### config.mk
export PLATFORM = sky130hd
export DESIGN_NAME = inext_accum_arbiter
export DESIGN_NICKNAME = d
export VERILOG_FILES = /design/src/rtl/inext_accum_arbiter.sv
export SDC_FILE = /design/constraint.sdc
export NUM_CORES = 1
export LEC_CHECK = 0
export CORE_MARGIN = 8
export CORE_UTILIZATION = 54
export CTS_BUF_LIST = sky130_fd_sc_hd__clkbuf_8
export DETAILED_ROUTE_END_ITERATION = 12
export GPL_TIMING_DRIVEN = 0
export HOLD_SLACK_MARGIN = 0.03
export PLACE_DENSITY = 0.9
export SLEW_MARGIN = 10
export SYNTH_ARGS = -nofsm -noshare
export SYNTH_HDL_FRONTEND = slang
export SYNTH_SLANG_ARGS = --single-unit
### constraint.sdc
create_clock -name clk -period 6.43 [get_ports clk]
set_input_delay 0.643 -clock clk [delete_from_list [all_inputs] [get_ports clk]]
set_output_delay 0.643 -clock clk [all_outputs]
set_load 0.02 [all_outputs]
### src/rtl/inext_accum_arbiter.sv
// inext_accum_arbiter
// Serializes read-modify-write accumulations into the i_next current memory
// for numreq synaptic processing units. One accumulation is in flight at a
// time, so two units hitting the same neuron can never lose an update.
//
// Ports:
//   clk, syn_reset_n           clock, synchronous active-low reset
//   req_valid/dst_tag/weight   per-requester request, tag and signed weight (packed)
//   req_ack                    one-hot, one-cycle pulse when a requester's write commits
//   mem_rd_en/rd_tag/rd_data   i_next read port (data valid 1 cycle after rd_en)
//   mem_wr_en/wr_tag/wr_data   i_next write port
//   busy                       high whenever the FSM is not IDLE
//   grant_idx                  current or last granted requester
//   sat_sticky                 some accumulation saturated since reset
module inext_accum_arbiter #(
  parameter int numneurons = 2,
  parameter int numwidth   = 16,
  parameter int tagbits    = 1,
  parameter int numreq     = 4,
  parameter int reqbits    = 2
) (
  input  logic                            clk,
  input  logic                            syn_reset_n,
  input  logic [numreq-1:0]               req_valid,
  input  logic [numreq*tagbits-1:0]       req_dst_tag,
  input  logic [numreq*(numwidth+1)-1:0]  req_weight,
  output logic [numreq-1:0]               req_ack,
  output logic                            mem_rd_en,
  output logic [tagbits-1:0]              mem_rd_tag,
  input  logic [numwidth:0]               mem_rd_data,
  output logic                            mem_wr_en,
  output logic [tagbits-1:0]              mem_wr_tag,
  output logic [numwidth:0]               mem_wr_data,
  output logic                            busy,
  output logic [reqbits-1:0]              grant_idx,
  output logic                            sat_sticky
);

  localparam int DW = numwidth + 1;
  localparam logic [DW-1:0] SAT_MAX = {1'b0, {numwidth{1'b1}}};
  localparam logic [DW-1:0] SAT_MIN = {1'b1, {numwidth{1'b0}}};

  // Configuration sanity: every neuron must be addressable by a tag and
  // every requester by a grant index.
  if (numneurons > (1 << tagbits)) begin : g_bad_tagbits
    $error("tagbits too small for numneurons");
  end
  if (numreq > (1 << reqbits)) begin : g_bad_reqbits
    $error("reqbits too small for numreq");
  end

  typedef enum logic [1:0] {IDLE, READ, ADD, WRITE} state_e;

  state_e               state_q, state_d;
  logic [reqbits-1:0]   rr_ptr_q, rr_ptr_d;
  logic [reqbits-1:0]   grant_q, grant_d;
  logic [tagbits-1:0]   tag_q, tag_d;
  logic [DW-1:0]        weight_q, weight_d;
  logic [DW-1:0]        result_q, result_d;
  logic                 sat_q, sat_d;

  // Unpack the flat request buses so the winner can be selected by index.
  logic [tagbits-1:0]   req_tag_arr [numreq];
  logic [DW-1:0]        req_wgt_arr [numreq];

  for (genvar k = 0; k < numreq; k++) begin : g_unpack
    assign req_tag_arr[k] = req_dst_tag[k*tagbits +: tagbits];
    assign req_wgt_arr[k] = req_weight[k*DW +: DW];
  end

  // Pointer that follows the requester being acknowledged.
  logic [reqbits-1:0] next_ptr;
  assign next_ptr = (grant_q == reqbits'(numreq - 1)) ? '0 : grant_q + 1'b1;

  // Round-robin search. In WRITE the acked requester still shows valid, so
  // its bit is masked and the search starts just past it.
  logic [numreq-1:0]  arb_mask;
  logic [reqbits-1:0] arb_start;
  logic [reqbits-1:0] cand;
  logic [reqbits-1:0] arb_idx;
  logic               arb_found;

  // NOTE: every signal written in an always_comb gets a default first, so no
  // path through the block can leave it unassigned and infer a latch.
  always_comb begin
    arb_mask  = req_valid;
    arb_start = rr_ptr_q;
    cand      = '0;
    arb_idx   = '0;
    arb_found = 1'b0;
    if (state_q == WRITE) begin
      arb_mask[grant_q] = 1'b0;
      arb_start         = next_ptr;
    end
    // Walk backwards so the candidate closest to arb_start wins last.
    for (int i = numreq - 1; i >= 0; i--) begin
      cand = reqbits'((int'(arb_start) + i) % numreq);
      if (arb_mask[cand]) begin
        arb_found = 1'b1;
        arb_idx   = cand;
      end
    end
  end

  // Signed add with one guard bit; overflow shows as guard != sign.
  logic [DW:0]   sum_ext;
  logic          sum_ovf;
  logic [DW-1:0] sum_sat;

  always_comb begin
    sum_ext = {mem_rd_data[DW-1], mem_rd_data} + {weight_q[DW-1], weight_q};
    sum_ovf = sum_ext[DW] ^ sum_ext[DW-1];
    sum_sat = sum_ext[DW-1:0];
    if (sum_ovf) sum_sat = sum_ext[DW] ? SAT_MIN : SAT_MAX;
  end

  always_comb begin
    state_d  = state_q;
    rr_ptr_d = rr_ptr_q;
    grant_d  = grant_q;
    tag_d    = tag_q;
    weight_d = weight_q;
    result_d = result_q;
    sat_d    = sat_q;
    unique case (state_q)
      IDLE: begin
        if (arb_found) begin
          grant_d  = arb_idx;
          tag_d    = req_tag_arr[arb_idx];
          weight_d = req_wgt_arr[arb_idx];
          state_d  = READ;
        end
      end
      READ: state_d = ADD;
      ADD: begin
        result_d = sum_sat;
        sat_d    = sat_q | sum_ovf;
        state_d  = WRITE;
      end
      WRITE: begin
        rr_ptr_d = next_ptr;
        if (arb_found) begin
          grant_d  = arb_idx;
          tag_d    = req_tag_arr[arb_idx];
          weight_d = req_wgt_arr[arb_idx];
          state_d  = READ;
        end else begin
          state_d  = IDLE;
        end
      end
      default: state_d = IDLE;
    endcase
  end

  // NOTE: state registers use non-blocking assignments so every flop samples
  // the pre-edge value of its neighbours, independent of statement order.
  always_ff @(posedge clk) begin
    if (!syn_reset_n) begin
      state_q  <= IDLE;
      rr_ptr_q <= '0;
      grant_q  <= '0;
      tag_q    <= '0;
      weight_q <= '0;
      result_q <= '0;
      sat_q    <= 1'b0;
    end else begin
      state_q  <= state_d;
      rr_ptr_q <= rr_ptr_d;
      grant_q  <= grant_d;
      tag_q    <= tag_d;
      weight_q <= weight_d;
      result_q <= result_d;
      sat_q    <= sat_d;
    end
  end

  // Outputs decode only registered state, never the request inputs.
  always_comb begin
    req_ack = '0;
    if (state_q == WRITE) req_ack[grant_q] = 1'b1;
  end

  assign mem_rd_en   = (state_q == READ);
  assign mem_rd_tag  = tag_q;
  assign mem_wr_en   = (state_q == WRITE);
  assign mem_wr_tag  = tag_q;
  assign mem_wr_data = result_q;
  assign busy        = (state_q != IDLE);
  assign grant_idx   = grant_q;
  assign sat_sticky  = sat_q;

endmodule

# Word-level counts from Yosys, hierarchy flattened

Index checks and enable logic that the tools add are counted.

Output and inout bits: 29
Register bits after elaboration: 42
Word-level logic and storage cells: 67
Input port bits: 95

Bitwise gates (word level): 5
$add $sub $neg: 5
Equality and inequality tests: 5
Reduce and logical (&&, ||, !) cells: 5
Multiplexer cells: 33
Magnitude comparators: 7

Operators with widths:

| cell                                                                         | count |
|---|---|
| 17-bit 2-to-1 mux                                                            | 4 |
| 17-bit binary-select mux with 2-bit select                                   | 1 |
| 17-bit by 17-bit adder with 18-bit output                                    | 1 |
| 2-bit by 3-bit less-than comparator with 1-bit output, second input constant | 5 |
| 2-bit 2-to-1 mux                                                             | 7 |
| 1-bit 2-to-1 mux                                                             | 12 |
| 1-bit binary-select mux with 2-bit select                                    | 5 |
| 4-bit 2-to-1 mux                                                             | 2 |
| 2-bit one-hot mux with 4 select lines                                        | 1 |
| 2-bit == test, second input constant                                         | 3 |
| 2-bit by 1-bit adder with 2-bit output, second input constant                | 2 |
| 2-bit adder, second input constant                                           | 2 |
| 4-bit bitwise AND                                                            | 1 |
| 4-bit NOT                                                                    | 1 |
| 3-bit >= comparator, second input constant                                   | 1 |
| 2-bit NOT with 3-bit output                                                  | 1 |
| 1-bit demux with 2-bit select                                                | 1 |
| 2-bit by 1-bit == test with 1-bit output, second input constant              | 1 |
| 2-bit by 1-bit >= comparator with 1-bit output, second input constant        | 1 |
| 2-bit logical NOT                                                            | 1 |
| 2-bit != test, second input constant                                         | 1 |
| 2-bit AND reduction                                                          | 1 |
| 2-bit nonzero test                                                           | 1 |
| 2-bit OR reduction                                                           | 1 |
| 3 further kinds                                                              | 3 |

# Logic depth before layout (Yosys ltp)

Word-level depth: 17
Depth in mapped cells: 12
Gate-level depth less buffers: 11

# Worst setup path after synthesis

OpenSTA, ideal clock, no wires.

Path type: input to register
Start: input port mem_rd_data[5]
End: register result_q[10], in the netlist mem_wr_data[10]
Slack: 3.354 ns
Cell stages on the path: 9
Buffers on the path: 1
Library setup time: 0.133 ns
Data arrival time: 2.943 ns
Data required time: 6.297 ns
Cells stage by stage: ha_1 > or4_1 > o211ai_1 > o21bai_1 > nor2b_1 > o22ai_1 > clkbuf_1 > maj3_1 > a21oi_1

Cells in the longest elaborated chain, start to end: 3
Elaborated cells on any way between the ends: 4
Those cells by class: add/sub: 1; mux: 2; bitwise: 1

RTL lines:

| what                                                  | line     | text |
|---|---|---|
| start: declaration                                    | 30       | `input logic [numwidth:0] mem_rd_data,` |
| 17-bit by 17-bit adder with 18-bit output (*)         | 111      | `sum_ext = {mem_rd_data[DW-1], mem_rd_data} + {weight_q[DW-1], weight_q};` |
| 17-bit 2-to-1 mux / 1-bit XOR (equally long branches) | 114, 112 |  |
| 17-bit 2-to-1 mux (*)                                 | 114      | `if (sum_ovf) sum_sat = sum_ext[DW] ? SAT_MIN : SAT_MAX;` |
| end signal: assignment                                | 172      | `result_q <= result_d;` |
| end: declaration                                      | 59       | `logic [DW-1:0] result_q, result_d;` |

Mark *: on every way between the ends. The rest lies on a longest branch, timed or not.
A chain may end at the register's enable or synchronous reset.

# Worst setup path in the final report

Start: input port mem_rd_data[12]
End: register result_q[9], in the netlist mem_wr_data[9]

Same word-level chain as after synthesis.

==> results.toml <==
[run_status]
outcome = "completed"

[synthesis]
synth-warning-count = 0
synthDominantCellAreaShare = 0.200
postSynthCellCount = 562
ys_seq_elements = 42
netlist_area_um2 = 4200
synth_edf_count = 0
synth_top_cell_by_area = "dfxtp_1"
synthDistinctLibCells = 66
ys.flop_type = "dfxtp_1"
async_reset_ff_frac = 0
ys_seq_area_frac = 0.200
postSynthAreaPerCell_um2 = 7.47
synthesis.nets = 684
synth.area.top_cells = "dfxtp_1 (20%), ha_1 (7.7%), nand3_1 (6.9%)"

[timing]
worst_pin_slew_ns = 0.789
period_share = 0.586
whs_ns = 0.467
max_freq_mhz = 266
rsz0062_at_grt = "no"
finalSetupViolCount = 0
setup_tns_ns = 0
slew_viol_final = 0
finalHoldViolCount = 0
relSlewSlack = 0.470
finalClockSkew_ns = 0.00591
setup_slack_ns = 2.66
fin_crit_ns = 3.77

[critical_path]
cp-end-kind = "register"
critical_path_arrival_ns = 3.93
required_ns = 6.60
critPathMaxFanout = 10
crit_path_start_kind = "input port"
rrSetupSlack_ns = 2.78
path_class = "input port to register"

[floorplanning]
initial_core_util = 0.549
fp.dieW_um = 104
core_area_um2 = 7650
row_count = 32
die_h_um = 104
dieArea_um2 = 10900
io_pins = 124

[placed_design]
place_ws_ns = 2.48
gp_congestion = 0.939
dpl.hpwl_mm = 11.2
portBuffers = 122
dpl_cell_area_um2 = 5550

[detailed_routing]
dr_total_vias = 5049
firstDrtPassIters = 5
wl_met1_mm = 5.96
wl_mm = 14.1
routed_via_density = 6.37
wl_per_cell_um = 17.8
first_iter_violations = 484
met3_length_mm = 1.26
drtAntennaViolNets = 0
top_layer = "met4"
wl_met2_mm = 6.62
drc_errors = 0

[clock_network]
clock_latency_ns = 0.30
cts_tree = "done"
cts_buffers = 5
post_cts_buffers = 0
cts-root-buf = "clkbuf_8"
clkTransAtPathRegs_ns = 0.07
h-tree-depth = 2
clock-sinks = 42
holdBufCountCts = 0
cts_resized = 0
clockBufferDepth = 2

[power]
clockPowerShare = 0.066
p_per_area_nw_per_um2 = 422
p_comb_frac = 0.761
p_leak_nw = 2.24
p_sw_frac = 0.510
irDropWorstVdd_uv = 200
finalPower_mw = 2.37
seqPwrFrac = 0.174
switchingPower_mw = 1.21
p_int_mw = 1.16

[worst_hold_path]
hold_path.class = "register to register"

[global_routing]
grtUsageTotal = 0.248
grt_antenna_before_repair = 0
grt_overflow_total = 0
grt_max_degree = 12
grt_pass1_wl_mm = 23.2
grt_pass1_vias = 4841

[cells_and_area]
fillers = 632
nets = 813
fin_area_um2 = 5620
area_delta_synth_final_pct = 33.9
diodes = 0
drive_gt1_frac = 0.0492

[run]
maxCapViolations = 0
==> worst paths after layout <==
check	cells after the start	to	start
max	10	mem_wr_data[9]	mem_rd_data[12]
min	2	sat_sticky	sat_sticky
max reg2reg	12	weight_q[0]	grant_idx[0]
min reg2reg	2	sat_sticky	sat_sticky
==> synth_stat cells, drive strengths merged (3+ instances only) <==
| cell | n |
|---|---|
| o21ai | 48 |
| nor3 | 5 |
| and3 | 18 |
| o31ai | 18 |
| nand3 | 58 |
| xnor2 | 6 |
| nand2 | 51 |
| clkbuf | 34 |
| nand4 | 39 |
| a21oi | 30 |
| xor2 | 7 |
| a211oi | 6 |
| nor2 | 20 |
| buf | 13 |
| mux2i | 6 |
| nand2b | 5 |
| ha | 26 |
| a221o | 18 |
| dfxtp | 42 |
| o21bai | 3 |
| nor2b | 4 |
| a31oi | 6 |
| a21o | 6 |
| and2 | 7 |
| inv | 14 |
| a32oi | 18 |
| or2 | 4 |
| maj3 | 16 |
| o211ai | 4 |
==> placed cells by master (no fill, tap or decap), drive strengths merged, types with 2 or more instances in the layout <==
cell type / n
a211oi: 6
a21boi: 2
a21o: 6
a21oi: 30
a221o: 18
a31oi: 6
a32oi: 18
and2: 7
and3: 18
buf: 13
clkbuf: 39
clkdlybuf4s50: 122
dfxtp: 42
ha: 26
inv: 16
maj3: 16
mux2i: 6
nand2: 51
nand2b: 5
nand3: 58
nand3b: 2
nand4: 39
nor2: 20
nor2b: 4
nor3: 5
nor4: 2
o211ai: 4
o21a: 2
o21ai: 48
o21bai: 3
o221ai: 2
o311a: 2
o31ai: 18
or2: 4
xnor2: 6
xor2: 7
==> cell type report <==
type | count | area, µm² | area share
Tap cell | 102 | 128 | 0.0227
Clock buffer | 5 | 68.8 | 0.0122
Buffer | 47 | 224 | 0.0398
Multi-Input combinational cell | 458 | 3080 | 0.547
Clock inverter | 2 | 7.51 | 0.00134
Sequential cell | 42 | 841 | 0.150
Timing Repair Buffer | 122 | 1220 | 0.217
Inverter | 15 | 56.3 | 0.0100
==> logic make-up (layout without fill, tap and decap cells) <==
group | after synthesis | count (layout) | synth area share
mux | 7 | 7 | 0.0179
fa+ha+maj | 43 | 43 | 0.120
buf+inv | 62 | 191 | 0.0668
simple gates | 220 | 220 | 0.277
compound gates | 175 | 175 | 0.291
xor+xnor | 13 | 13 | 0.0271
flops | 42 | 42 | 0.200
==> registers in the layout, summed over array words and instances, names as in the netlist <==
signal and count:
mem_rd_tag 1, rr_ptr_q 2, sat_sticky 1, state_q 2
mem_wr_data 17, grant_idx 2, weight_q 17
==> layer usage <==
metal,global-route usage,vias to the layer above
li1,-,2423
met1,0.310,2290
met2,0.418,306
met3,0.0489,30
met4,0.0734,0
met5,0,-
==> metrics by stage <==
stage                     utilization  cells
after floorplan                     -    562
after global placement          0.725    786
after detailed placement        0.725    786
after CTS                       0.735    793
after global routing            0.735    793
final                           0.735    793
==> critical path, cell delays in order <==
cell             delay, ns
clkdlybuf4s50_1       0.45
ha_1                  0.38
a2111oi_0             0.55
o21ai_0               0.22
a31oi_1               0.21
o21ai_0               0.15
xnor2_1               0.55
clkbuf_1              0.46
maj3_1                0.26
a21oi_1               0.06
==> power by group through the flow <==
stage / clock network (mW) / logic [mW] / registers, mW
after floorplan: 0 / 1.21 / 0.456
after global placement: 0 / 1.71 / 0.413
after detailed placement: 0 / 1.76 / 0.416
after CTS: 0.157 / 1.77 / 0.411
after global routing: 0.167 / 1.96 / 0.423
final: 0.156 / 1.80 / 0.411
Power figures use the tool's default switching activity.
